**config.mk**
```make
export PLATFORM = sky130hd
export DESIGN_NAME = sd_port_arbiter_flat
export DESIGN_NICKNAME = d
export VERILOG_FILES = /design/src/rtl/sdc_pkg.sv /design/src/rtl/sd_port_arbiter_if.sv /design/src/rtl/sd_port_arbiter.sv /design/src/flat_wrapper.sv
export SDC_FILE = /design/constraint.sdc
export NUM_CORES = 1
export LEC_CHECK = 0
export ABC_AREA = 1
export BUFFER_PORTS_ARGS = -buffer_cell sky130_fd_sc_hd__buf_2
export CAP_MARGIN = 30
export CORE_ASPECT_RATIO = 1.75
export CORE_MARGIN = 2
export CORE_UTILIZATION = 40
export DETAILED_ROUTE_END_ITERATION = 6
export GPL_TIMING_DRIVEN = 0
export PLACE_DENSITY = 0.68
export SYNTH_ARGS = -nofsm -noshare
export SYNTH_HDL_FRONTEND = slang
export SYNTH_SLANG_ARGS = --single-unit
```
**constraint.sdc**
```tcl
create_clock -name CLK -period 4.8 [get_ports CLK]
set_input_delay 0.48 -clock CLK [delete_from_list [all_inputs] [get_ports CLK]]
set_output_delay 0.48 -clock CLK [all_outputs]
set_load 0.05 [all_outputs]
```
**src/rtl/sdc_pkg.sv**
```systemverilog
// Shared types for the HPS sector-port arbiter: FSM states, requester ids
// and the round-robin pick.
package sdc_pkg;

  typedef enum logic [1:0] {
    IDLE,
    REQ,
    XFER,
    DONE
  } arb_state_t;

  localparam logic REQ_FDC = 1'b0;
  localparam logic REQ_SDC = 1'b1;

  // On a tie the requester that was not served last wins.
  function automatic logic rr_pick(input logic [1:0] pending, input logic last);
    if (pending == 2'b11) return ~last;
    return pending[REQ_SDC];
  endfunction

endpackage

```
**src/rtl/sd_port_arbiter_if.sv**
```systemverilog
// Bundle of the requester-side and host-side sector port signals.
// master = arbiter view, slave = surrounding top level / requesters / host.
interface sd_port_arbiter_if;

  logic [1:0][31:0] rq_lba;
  logic [1:0]       rq_rd;
  logic [1:0]       rq_wr;
  logic [1:0]       rq_ack;
  logic [1:0]       rq_done;
  logic [1:0]       rq_err;
  logic [1:0]       rq_buff_wr;
  logic [1:0][7:0]  rq_buff_din;

  logic [31:0]      sd_lba;
  logic             sd_rd;
  logic             sd_wr;
  logic             sd_ack;
  logic [7:0]       sd_buff_din;
  logic             sd_buff_wr;

  modport master (
    input  rq_lba, rq_rd, rq_wr, rq_buff_din, sd_ack, sd_buff_wr,
    output rq_ack, rq_done, rq_err, rq_buff_wr, sd_lba, sd_rd, sd_wr, sd_buff_din
  );

  modport slave (
    output rq_lba, rq_rd, rq_wr, rq_buff_din, sd_ack, sd_buff_wr,
    input  rq_ack, rq_done, rq_err, rq_buff_wr, sd_lba, sd_rd, sd_wr, sd_buff_din
  );

endinterface

```
**src/rtl/sd_port_arbiter.sv**
```systemverilog
// Round-robin sharing of one HPS sector port between the floppy controller
// (requester 0) and the SD controller (requester 1), with a no-ack timeout.
module sd_port_arbiter
  import sdc_pkg::*;
#(
  parameter int TIMEOUT_W = 24
) (
  input  logic                CLK,
  input  logic                RESET,
  sd_port_arbiter_if.master   bus,
  output logic                busy,
  output logic                owner
);

  arb_state_t           state;
  arb_state_t           state_next;
  logic                 last;
  logic                 ack_d;
  logic [TIMEOUT_W-1:0] cnt;
  logic [31:0]          lba_q;
  logic                 rd_q;
  logic                 wr_q;

  logic [1:0] pending;
  logic       grant_id;
  logic       grant_wr;
  logic       timeout;
  logic [1:0] ack_v;
  logic [1:0] bw_v;
  logic [1:0] done_v;
  logic [1:0] err_v;

  assign pending  = bus.rq_rd | bus.rq_wr;
  assign grant_id = rr_pick(pending, last);
  // Read wins when a requester raises both strobes.
  assign grant_wr = bus.rq_wr[grant_id] & ~bus.rq_rd[grant_id];
  assign timeout  = &cnt;

  always_comb begin
    state_next = state;
    ack_v      = 2'b00;
    bw_v       = 2'b00;
    done_v     = 2'b00;
    err_v      = 2'b00;
    case (state)
      IDLE: if (|pending) state_next = REQ;
      REQ: begin
        if (bus.sd_ack) begin
          state_next = XFER;
        end else if (timeout) begin
          err_v[owner] = 1'b1;
          state_next   = IDLE;
        end
      end
      XFER: begin
        ack_v[owner] = bus.sd_ack;
        bw_v[owner]  = bus.sd_buff_wr & bus.sd_ack;
        if (ack_d && !bus.sd_ack) state_next = DONE;
      end
      DONE: begin
        done_v[owner] = 1'b1;
        state_next    = IDLE;
      end
      default: state_next = IDLE;
    endcase
  end

  always_ff @(posedge CLK) begin
    if (RESET) begin
      state <= IDLE;
      last  <= 1'b1;
      owner <= 1'b0;
      ack_d <= 1'b0;
      cnt   <= '0;
      lba_q <= '0;
      rd_q  <= 1'b0;
      wr_q  <= 1'b0;
    end else begin
      state <= state_next;
      ack_d <= bus.sd_ack;
      case (state)
        IDLE: begin
          if (|pending) begin
            owner <= grant_id;
            lba_q <= bus.rq_lba[grant_id];
            rd_q  <= ~grant_wr;
            wr_q  <= grant_wr;
            cnt   <= '0;
          end
        end
        REQ: begin
          // Saturate rather than wrap so a late ack can never re-arm the timeout.
          if (!timeout) cnt <= cnt + 1'b1;
          if (bus.sd_ack || timeout) begin
            rd_q <= 1'b0;
            wr_q <= 1'b0;
          end
          if (!bus.sd_ack && timeout) last <= owner;
        end
        DONE:    last <= owner;
        default: ;
      endcase
    end
  end

  assign bus.sd_lba      = lba_q;
  assign bus.sd_rd       = rd_q;
  assign bus.sd_wr       = wr_q;
  assign bus.sd_buff_din = bus.rq_buff_din[owner];
  assign bus.rq_ack      = ack_v;
  assign bus.rq_buff_wr  = bw_v;
  assign bus.rq_done     = done_v;
  assign bus.rq_err      = err_v;
  assign busy            = (state != IDLE);

endmodule
```
**src/flat_wrapper.sv**
```systemverilog
// flat-port wrapper written by rule: the top's interface ports become plain ports
module sd_port_arbiter_flat import sdc_pkg::*;
#(
  parameter int TIMEOUT_W = 24
)
  (CLK, RESET, busy, owner, bus_rq_lba, bus_rq_rd, bus_rq_wr, bus_rq_buff_din, bus_sd_ack, bus_sd_buff_wr, bus_rq_ack, bus_rq_done, bus_rq_err, bus_rq_buff_wr, bus_sd_lba, bus_sd_rd, bus_sd_wr, bus_sd_buff_din);
  sd_port_arbiter_if bus_i ();
  input  logic CLK;
  input  logic RESET;
  output logic busy;
  output logic owner;
  input wire logic [$bits(bus_i.rq_lba)-1:0] bus_rq_lba;
  input wire logic [$bits(bus_i.rq_rd)-1:0] bus_rq_rd;
  input wire logic [$bits(bus_i.rq_wr)-1:0] bus_rq_wr;
  input wire logic [$bits(bus_i.rq_buff_din)-1:0] bus_rq_buff_din;
  input wire logic [$bits(bus_i.sd_ack)-1:0] bus_sd_ack;
  input wire logic [$bits(bus_i.sd_buff_wr)-1:0] bus_sd_buff_wr;
  output wire logic [$bits(bus_i.rq_ack)-1:0] bus_rq_ack;
  output wire logic [$bits(bus_i.rq_done)-1:0] bus_rq_done;
  output wire logic [$bits(bus_i.rq_err)-1:0] bus_rq_err;
  output wire logic [$bits(bus_i.rq_buff_wr)-1:0] bus_rq_buff_wr;
  output wire logic [$bits(bus_i.sd_lba)-1:0] bus_sd_lba;
  output wire logic [$bits(bus_i.sd_rd)-1:0] bus_sd_rd;
  output wire logic [$bits(bus_i.sd_wr)-1:0] bus_sd_wr;
  output wire logic [$bits(bus_i.sd_buff_din)-1:0] bus_sd_buff_din;
  assign bus_i.rq_lba = bus_rq_lba;
  assign bus_i.rq_rd = bus_rq_rd;
  assign bus_i.rq_wr = bus_rq_wr;
  assign bus_i.rq_buff_din = bus_rq_buff_din;
  assign bus_i.sd_ack = bus_sd_ack;
  assign bus_i.sd_buff_wr = bus_sd_buff_wr;
  assign bus_rq_ack = bus_i.rq_ack;
  assign bus_rq_done = bus_i.rq_done;
  assign bus_rq_err = bus_i.rq_err;
  assign bus_rq_buff_wr = bus_i.rq_buff_wr;
  assign bus_sd_lba = bus_i.sd_lba;
  assign bus_sd_rd = bus_i.sd_rd;
  assign bus_sd_wr = bus_i.sd_wr;
  assign bus_sd_buff_din = bus_i.sd_buff_din;
  sd_port_arbiter #(.TIMEOUT_W(TIMEOUT_W)) u_core (.CLK(CLK), .RESET(RESET), .bus(bus_i), .busy(busy), .owner(owner));
endmodule
```
==> results of run 1 <==
## flip-flops by register name, indices dropped and copies added (netlist names), named ones only
| signal | count |
|---|---|
| u_core.ack_d | 1 |
| u_core.bus.sd_lba | 32 |
| u_core.bus.sd_rd | 1 |
| u_core.bus.sd_wr | 1 |
| u_core.cnt | 24 |
| u_core.last | 1 |
| u_core.owner | 1 |
| u_core.state | 1 |
## cell usage in the layout, fill, tap and decap left out
cell / count
buf_2: 143
nor2_1: 84
clkinvlp_4: 2
buf_6: 2
nand2_2: 5
a21o_2: 1
inv_1: 30
clkbuf_1: 17
nand2_1: 182
nor4_1: 2
nand3_1: 42
clkbuf_16: 9
ha_1: 1
clkbuf_8: 2
o211ai_1: 21
clkinv_1: 1
nor3_1: 4
nand3b_1: 3
bufinv_16: 2
a21oi_4: 1
nor2_4: 3
a21oi_1: 24
buf_1: 1
nand4_1: 4
nor2_2: 1
dfxtp_1: 63
o21ai_0: 30
nand2_4: 1
o31ai_1: 2
xor2_1: 4
o21ai_1: 1
a21oi_2: 1
clkinv_2: 1
or2_2: 3
## per-stage QoR
step	utilization	power, mW	instances
floorplan	-	0.8970	539
global placement	0.5108	1.023	792
detailed placement	0.5108	1.027	792
CTS	0.5509	1.744	808
global route	0.5509	1.803	808
finish	0.5509	1.735	808
## cells by family after synthesis
logic type	after synthesis	share of synthesized area
buffers and inverters	56	0.06784
AOI/OAI and AO/OA	81	0.1412
adders and majority gates	1	0.003666
and+or+nand+nor	334	0.4074
xor gates and xnor gates	4	0.01027
DFF	63	0.3696
## power by group through the flow
stage | logic (mW) | clock network [mW] | registers, mW
after floorplan | 0.180 | 0 | 0.717
after global placement | 0.426 | 0 | 0.597
after detailed placement | 0.429 | 0 | 0.598
after CTS | 0.430 | 0.726 | 0.588
after global routing | 0.460 | 0.750 | 0.592
final | 0.428 | 0.719 | 0.588
## final timing paths
kind / start / to / slack, ps / cells after the start
worst max-delay path: u_core.cnt[0] / bus_rq_err[0] / 2210 / 8
worst min-delay path: bus_sd_ack / flip-flop / 410 / 3
worst max register to register: u_core.cnt[0] / u_core.cnt[14] / 2610 / 10
worst min register to register: u_core.bus.sd_lba[26] / u_core.bus.sd_lba[26] / 450 / 2
## synthesized netlist by cell type, drive strengths merged
| library cell | n |
|---|---|
| a21oi | 26 |
| nor2 | 88 |
| nand4 | 4 |
| buf | 8 |
| or2 | 3 |
| nand3 | 42 |
| a21o | 1 |
| nand2 | 188 |
| dfxtp | 63 |
| o31ai | 2 |
| o211ai | 21 |
| xor2 | 4 |
| inv | 30 |
| nor4 | 2 |
| o21ai | 31 |
| nand3b | 3 |
| clkbuf | 17 |
| ha | 1 |
| clkinv | 1 |
| nor3 | 4 |
## metal layers
| layer | up-vias | part of all wire | global-route usage |
|---|---|---|---|
| li1 | 2038 | - | - |
| met1 | 1766 | 0.38 | 0.2418 |
| met2 | 138 | 0.53 | 0.4091 |
| met3 | 27 | 0.055 | 0.04960 |
| met4 | 0 | 0.032 | 0.1283 |
| met5 | - | 0 | 0 |
## area by class of cell
type	count	area, sq um	share of cell area
sequential	63	1261	0.2754
tap	115	143.9	0.03142
inverter	31	116.4	0.02541
timing repair buffer	138	690.7	0.1508
clock buffer	11	252.7	0.05519
multi-input combinational	420	1919	0.4191
clock inverter	5	80.08	0.01749
buffer	25	115.1	0.02514
## critical path, stage by stage (launching register included)
cell and delay [ps]:
dfxtp_1 420, ha_1 320, nand2_2 110, nor2_4 200, nand2_4 90, nor2_1 140
nand3_1 140, nor2_1 100, buf_2 260
==> summary.md, run 1 <==
| Metric | Value |
|---|---|
| Status | finished clean |
| Boundary pin count | 140 |
| DR vias | 3969 |
| Dpl cell area | 4247 sq um |
| Wire per inst | 12.93 um |
| DR vias/cell | 4.912 |
| First DRT Iteration DRCs | 197 |
| RSZ-0062 raised after global routing | false |
| Design area | 4579 sq um |
| DRC errors left | 0 |
| Fillers | 815 |
| TritonCTS Buffers | 9 |
| Max transition margin | 0.5710 |
| Clock Latency Late Sink | 330 ps |
| GRT Resource Usage Total | 0.2308 |
| Seq pwr share | 0.339 |
| Worst slew pin tran | 643.5 ps |
| Synth area leaders | dfxtp_1, nand2_1, nor2_1 |
| Antenna violations before repair | 0 |
| Synthesized area | 3412 sq um |
| TritonCTS Sinks | 63 |
| I/O Buffers | 138 |
| Synth unique cells | 29 |
| Yosys warns | 0 |
| WP data arrival | 2110 ps |
| N_diodes | 0 |
| Final hold vios | 0 |
| Psw | 579.9 uW |
| Routed Antenna Nets | 0 |
| Synth Register Bits | 63 |
| Die width | 73.82 um |
| Clk slew on worst S/H paths | 60 ps |
| WHS | 408.4 ps |
| Post-CTS setup buffer count | 0 |
| Maximum clock rate | 385.6 MHz |
| Final number of setup-violating endpoints | 0 |
| Crit. End Element | output pin |
| Req. time, crit path | 4320 ps |
| Core area | 8313 sq um |
| Root Driver | clkbuf_16 |
| Final #Nets | 777 |
| Synthesized Nets | 628 |
| Layout cells sized above 1 | 0.2554 |
| Area growth, synth to finish | 34.21% |
| Final Critical Period | 2593 ps |
| Longest Clk Path Bufs | 2 |
| CTS Hold Bufs | 0 |
| Internal power | 1.155 mW |
| Chip height | 126.2 um |
| Vias in the first global route | 3748 |
| Clk network pwr share | 0.415 |
| Post-DP HPWL | 8117 um |
| Cell count after synthesis | 539 |
| CP Max Fanout | 6 |
| Synth top area share | 0.3696 |
| Tcrit/Tclk final | 0.5403 |
| Max VDD drop | 211.3 uV |
| Die area | 9314 sq um |
| Largest net degree at the start of global routing | 12 |
| Worst Slack Setup Final | 2207 ps |
| Max Cap Viol | 0 |
| DRT Pass-1 Iters | 5 |
| Logic gate share of total power | 0.246 |
| Final WL | 10450 um |
| Num rows | 44 |
| Worst Skew | 5.025 ps |
| Leading area contributor after synthesis | dfxtp_1 |
| H-tree Lvls | 3 |
| First-pass GRT wire length | 16790 um |
| Pre-CTS WS | 2553 ps |
| Placer Congestion | 0.9477 |
| TNS Setup | 0 ps |
| Crit Path Class | flip-flop to output pin |
| Crit start category | flip-flop |
| Pleak | 2.136 nW |
| PwrDens | 378.8 nW/um^2 |
| Initial Util | 0.4104 |
| Register area share after synthesis | 0.3696 |
| Max-slew violations | 0 |
| Post-cts gate resize count | 0 |
| Switching share of power | 0.3343 |
| Worst hold path type | input pin to flip-flop |
| CTS tree | yes |
| Congestion Overflow GR | 0 |
| Syn avg cell area | 6.330 sq um |
No activity file was read; power rests on OpenSTA's default activity.
==> run 2: changes to the inputs <==
--- a/config.mk
+++ b/config.mk
@@ -13,7 +13,7 @@
 export CORE_UTILIZATION = 40
 export DETAILED_ROUTE_END_ITERATION = 6
 export GPL_TIMING_DRIVEN = 0
-export PLACE_DENSITY = 0.68
+export PLACE_DENSITY = 0.71
 export SYNTH_ARGS = -nofsm -noshare
 export SYNTH_HDL_FRONTEND = slang
 export SYNTH_SLANG_ARGS = --single-unit
==> constraint.sdc (replaced) <==
create_clock -name CLK -period 2.2 [get_ports CLK]
set_input_delay 0.22 -clock CLK [delete_from_list [all_inputs] [get_ports CLK]]
set_output_delay 0.22 -clock CLK [all_outputs]
set_load 0.05 [all_outputs]
==> run 2 against run 1 <==
Against the previous run:
- setup slack got worse by 2100 ps
- clock power up 140%
- clock skew grew 2.7 ps
- non-clock buffer count did not move
- critical endpoint unchanged
- die area stayed put
- count of clock-buffer cells in the layout down 1
- via count grew 2.6%
- critical path depth is the same
==> summary.md, run 2 (synthesis results as in run 1) <==
| Metric | Value |
|---|---|
| Worst Skew | 7.716 ps |
| Hold path depth | 3 |
| Final WL | 10710 um |
| Status | finished clean |
| Worst Slack Setup Final | 113.4 ps |
| Wire per inst | 13.26 um |
| PwrDens | 856.8 nW/um^2 |
| Pre-CTS WS | 23.07 ps |
| Overall power | 3.979 mW |
| N_diodes | 0 |
| Crit. End Element | output pin |
| DR vias/cell | 5.038 |
| Crit path depth | 8 |
| Boundary pin count | 140 |
| DRC errors left | 0 |
| Final #Nets | 777 |
| Worst path slowest cell | dfxtp_2 |
| First DRT Iteration DRCs | 243 |
| WP data arrival | 1870 ps |
| Crit start category | flip-flop |
| TritonCTS Buffers | 9 |
| I/O Buffers | 138 |
| Chip height | 126.2 um |
| R2R Setup Slk | 170 ps |
| First-pass GRT wire length | 17660 um |
| DRT Pass-1 Iters | 6 |
| Max VDD drop | 587.1 uV |
| Buf+Inv Stages, Crit Path | 1 |
| Worst hold path type | input pin to flip-flop |
| TritonCTS Sinks | 63 |
| Placer Congestion | 0.9263 |
| Pleak | 2.150 nW |
| Reg2Reg Depth | 10 |
| Antenna violations before repair | 0 |
| Most common cell after layout, fill and taps aside | nand2_1 |
| Most frequent cells in the layout | nand2_1, buf_2, nor2_1, dfxtp_1, nand3_1 |
| Congestion Overflow GR | 0 |
| Req. time, crit path | 1980 ps |
| Worst slew pin tran | 670.4 ps |
| Final number of setup-violating endpoints | 0 |
| Crit path top cell by count | nor2_1 |
| Tcrit/Tclk final | 0.9485 |
| Clock Latency Late Sink | 340 ps |
| DR vias | 4071 |
| Crit-path max cell delay | 390 ps |
| Max reg flops | 32 |
| H-tree Lvls | 3 |
| Largest net degree at the start of global routing | 12 |
| Root Driver | clkbuf_16 |
| Fillers | 802 |
| Longest Clk Path Bufs | 2 |
| Crit Path Class | flip-flop to output pin |
| Clk slew on worst S/H paths | 60 ps |
| Num rows | 44 |
| Routed Antenna Nets | 0 |
| GRT Resource Usage Total | 0.2403 |
| WHS | 146.7 ps |
| Area growth, synth to finish | 36.12% |
| CTS tree | yes |
| Post-DP HPWL | 8363 um |
| Initial Util | 0.4104 |
| Final Critical Period | 2087 ps |
| Core area | 8313 sq um |
| CP Max Fanout | 6 |
| Die width | 73.82 um |
| Max Cap Viol | 0 |
| Die area | 9314 sq um |
| Max transition margin | 0.5531 |
| Final hold vios | 0 |
| Layout cells sized above 1 | 0.2612 |
| Kind of cell adding the most delay to the critical path | simple AND/OR/NAND/NOR gates |
| Max-slew violations | 0 |
| CP Cell Sequence | ha_4 -> nand2_2 -> nor2_4 -> nand2_4 -> nor2_1 -> nand3_1 -> nor2_1 -> buf_4 |
| Vias in the first global route | 4044 |
| Maximum clock rate | 479.2 MHz |
| RSZ-0062 raised after global routing | false |
-- run 2: changes by cell type in the layout (fill, tap and decap cells not counted), moves of 2 or more --
cell,before,now
buf_2,143,141
buf_4,0,2
bufinv_16,2,4
clkbuf_8,2,0
nor4_1,2,0
nor4_2,0,2
-- run 2: tightest hold or removal path, delay by kind of cell --
family                 cells  cell delay (ps)
buffers and inverters      1               80
AOI/OAI and AO/OA          1              120
and+or+nand+nor            1               30
-- run 2: path summary, 6_finish.rpt --
| path | from | end |
|---|---|---|
| setup / recovery | u_core.cnt[0] | bus_rq_err[0] |
| hold / removal | bus_rq_lba[45] | u_core.bus.sd_lba[13] |
| setup reg to reg | u_core.cnt[0] | u_core.cnt[12] |
| hold reg to reg | u_core.bus.sd_lba[3] | u_core.bus.sd_lba[3] |
-- run 2: what timing repair did --
action | in CTS | in global routing
endpoints found under the setup margin | 2 | 10
resized for setup | 4 | 1
hold buffers | 0 | 0
buffers inserted | 0 | 0
-- run 2: layout make-up --
| cell class | instances | area (sq um) | area share |
|---|---|---|---|
| Clock inverter | 6 | 132.6 | 0.02856 |
| Timing Repair Buffer | 138 | 695.7 | 0.1498 |
| Clock buffer | 10 | 229.0 | 0.04930 |
| Inverter | 31 | 116.4 | 0.02505 |
| Tap cell | 115 | 143.9 | 0.03098 |
| Sequential cell | 63 | 1262 | 0.2718 |
| Multi-Input combinational cell | 420 | 1949 | 0.4197 |
| Buffer | 25 | 115.1 | 0.02478 |
-- run 2: per-stage QoR --
| step | area [sq um] | TNS, ps | std cells | util |
|---|---|---|---|---|
| finish | 4644 | 0 | 808 | 0.5587 |
| global route | 4644 | 0 | 808 | 0.5587 |
| CTS | 4643 | 0 | 808 | 0.5585 |
| floorplan | 3430 | -63.99 | 539 | - |
| detailed placement | 4264 | 0 | 792 | 0.5129 |
| global placement | 4264 | 0 | 792 | 0.5129 |
-- run 2: report_power, final --
part	switching, mW	leakage [nW]	internal, mW	total [mW]
registers	0.0573	0.516	1.23	1.29
logic	0.701	1.46	0.242	0.943
clock network	0.529	0.173	1.22	1.75
-- run 2: per-layer routing --
metal / track usage / wire [um] / vias to the layer above
met2: 0.4328 / 5662 / 157
met3: 0.04160 / 579 / 39
met1: 0.2402 / 3924 / 1838
met4: 0.1583 / 545 / 0
li1: - / - / 2037
met5: 0 / 0 / -
==> run 3: changes to the inputs <==
--- a/config.mk
+++ b/config.mk
@@ -13,7 +13,7 @@
 export CORE_UTILIZATION = 40
 export DETAILED_ROUTE_END_ITERATION = 6
 export GPL_TIMING_DRIVEN = 0
-export PLACE_DENSITY = 0.71
+export PLACE_DENSITY_LB_ADDON = 0.15
 export SYNTH_ARGS = -nofsm -noshare
 export SYNTH_HDL_FRONTEND = slang
 export SYNTH_SLANG_ARGS = --single-unit
==> run 3 against run 2 <==
Against the previous run:
- via count fell by 2.9%
- total power fell by 9.2%
- final cell count rose by 0.12%
- worst hold slack improved by 11 ps
- setup slack improved by 40 ps
- flip-flop and latch count did not move
- routed wire length fell by 3.7%
- clock power fell by 21%
- design area fell by 1.1%
==> summary.md, run 3 (synthesis results as in run 1) <==
| Metric | Value |
|---|---|
| DR vias | 3952 |
| Core area | 8313 sq um |
| Boundary pin count | 140 |
| Layout cells sized above 1 | 0.2622 |
| Pleak | 2.124 nW |
| Vias in the first global route | 3866 |
| Max Cap Viol | 0 |
| DRC errors left | 0 |
| I/O Buffers | 138 |
| Die width | 73.82 um |
| Placer Congestion | 0.9473 |
| R2r endpoint | u_core.cnt[6] |
| PwrDens | 786.7 nW/um^2 |
| CTS tree | yes |
| Wire per inst | 12.75 um |
| Design area | 4593 sq um |
| WP data arrival | 1830 ps |
| Max reg flops | 32 |
| Area growth, synth to finish | 34.62% |
| Met3 WL | 606 um |
| Worst Hold Endpoint | u_core.bus.sd_lba[27] |
| Met2 WL | 5622 um |
| Congestion Overflow GR | 0 |
| Highest routed layer | met4 |
| Initial Util | 0.4104 |
| R2R Setup Slk | 200 ps |
| Met1 wire length | 3843 um |
| Root Driver | clkbuf_16 |
| Crit start category | flip-flop |
| Dpl cell area | 4264 sq um |
| Crit Path Class | flip-flop to output pin |
| Largest net degree at the start of global routing | 11 |
| Post-DP HPWL | 8219 um |
| Status | finished clean |
| H-tree Lvls | 3 |
| CP Max Fanout | 6 |
| CTS Hold Bufs | 0 |
| DRT Pass-1 Iters | 4 |
| Longest Clk Path Bufs | 2 |
| Hold path depth | 3 |
| Max-slew violations | 0 |
| Final number of setup-violating endpoints | 0 |
| Most frequent cells in the layout | nand2_1, buf_2, nor2_1, dfxtp_1, nand3_1 |
| Tcrit/Tclk final | 0.9305 |
| Chip height | 126.2 um |
| Antenna violations before repair | 0 |
| Worst hold path type | input pin to flip-flop |
| Clock Latency Late Sink | 330 ps |
| Worst Skew | 3.507 ps |
| First DRT Iteration DRCs | 162 |
| Overall power | 3.614 mW |
| Reg2Reg Depth | 10 |
| Most common cell after layout, fill and taps aside | nand2_1 |
| Hold wc startpoint | bus_rq_lba[59] |
| Final #Nets | 778 |
| Req. time, crit path | 1980 ps |
| GRT Resource Usage Total | 0.2310 |
| Worst slew pin tran | 652.4 ps |
| Routed Antenna Nets | 0 |
| N_diodes | 0 |
| TritonCTS Buffers | 9 |
| First-pass GRT wire length | 16900 um |
| Max VDD drop | 548.4 uV |
| WHS | 157.6 ps |
| Final Critical Period | 2047 ps |
| Num rows | 44 |
| Die area | 9314 sq um |
| Fillers | 879 |
| Clk slew on worst S/H paths | 50 ps |
| Final WL | 10320 um |
| DR vias/cell | 4.885 |
| Max transition margin | 0.5621 |
| Maximum clock rate | 488.5 MHz |
| Worst r2r src | u_core.cnt[0] |
| RSZ-0062 raised after global routing | false |
| Final hold vios | 0 |
| Crit. End Element | output pin |
| TritonCTS Sinks | 63 |
[run 3: worst max path at each step]
stage | slack [ps] | depth (start not counted) | from | end
2_1_floorplan | -60 | 3 | u_core.owner | bus_rq_buff_wr[1]
3_3_place_gp | -5 | 11 | u_core.cnt[0] | u_core.cnt[1]
3_5_place_dp | -40 | 11 | u_core.cnt[0] | u_core.cnt[0]
4_1_cts | 80 | 8 | u_core.cnt[0] | bus_rq_err[0]
5_1_grt | 20 | 11 | u_core.cnt[0] | u_core.cnt[1]
6_report | 150 | 8 | u_core.cnt[0] | bus_rq_err[0]
[run 3: report_power, final]
part           total [mW]  switching, mW  internal, mW
registers            1.29         0.0551          1.23
logic               0.933          0.691         0.242
clock network        1.39          0.488         0.906
total                3.61           1.23          2.38
[run 3: worst max-delay path: stages (launching register included)]
cell and delay, ps:
dfxtp_4 390, ha_4 190, nand2_2 90, nor2_4 190
nand2_4 90, nor2_2 110, nand3_1 110, nor2_1 140
buf_6 180
[run 3: layer usage]
| layer | up-vias | global-route usage |
|---|---|---|
| li1 | 2051 | - |
| met1 | 1777 | 0.2336 |
| met2 | 104 | 0.4238 |
| met3 | 20 | 0.06800 |
| met4 | 0 | 0.09305 |
| met5 | - | 0 |
[run 3: stage by stage]
stage,setup slack [ps],instances,TNS [ps],util
detailed placement,-39.30,792,-282.9,0.5129
finish,153.0,809,0,0.5525
global route,17.79,809,0,0.5525
CTS,76.58,808,0,0.5504
floorplan,-63.99,539,-63.99,-
global placement,-5.134,792,-5.296,0.5129
[run 3: final cells by class]
type | count | area, sq um | area share
plain buffers | 25 | 115.1 | 0.02506
repair buffers | 139 | 706.9 | 0.1539
well taps | 115 | 143.9 | 0.03133
inverters | 31 | 116.4 | 0.02533
clock inverters | 3 | 42.54 | 0.009262
multi-input cells | 420 | 1952 | 0.4250
clock buffers | 13 | 250.2 | 0.05448
flip-flops and latches | 63 | 1266 | 0.2757
[run 3: repair_timing]
action                     in CTS  in global routing
pin swaps                       0                  1
setup endpoints to repair      19                  3
gates resized for setup         5                  4
buffers inserted                0                  1
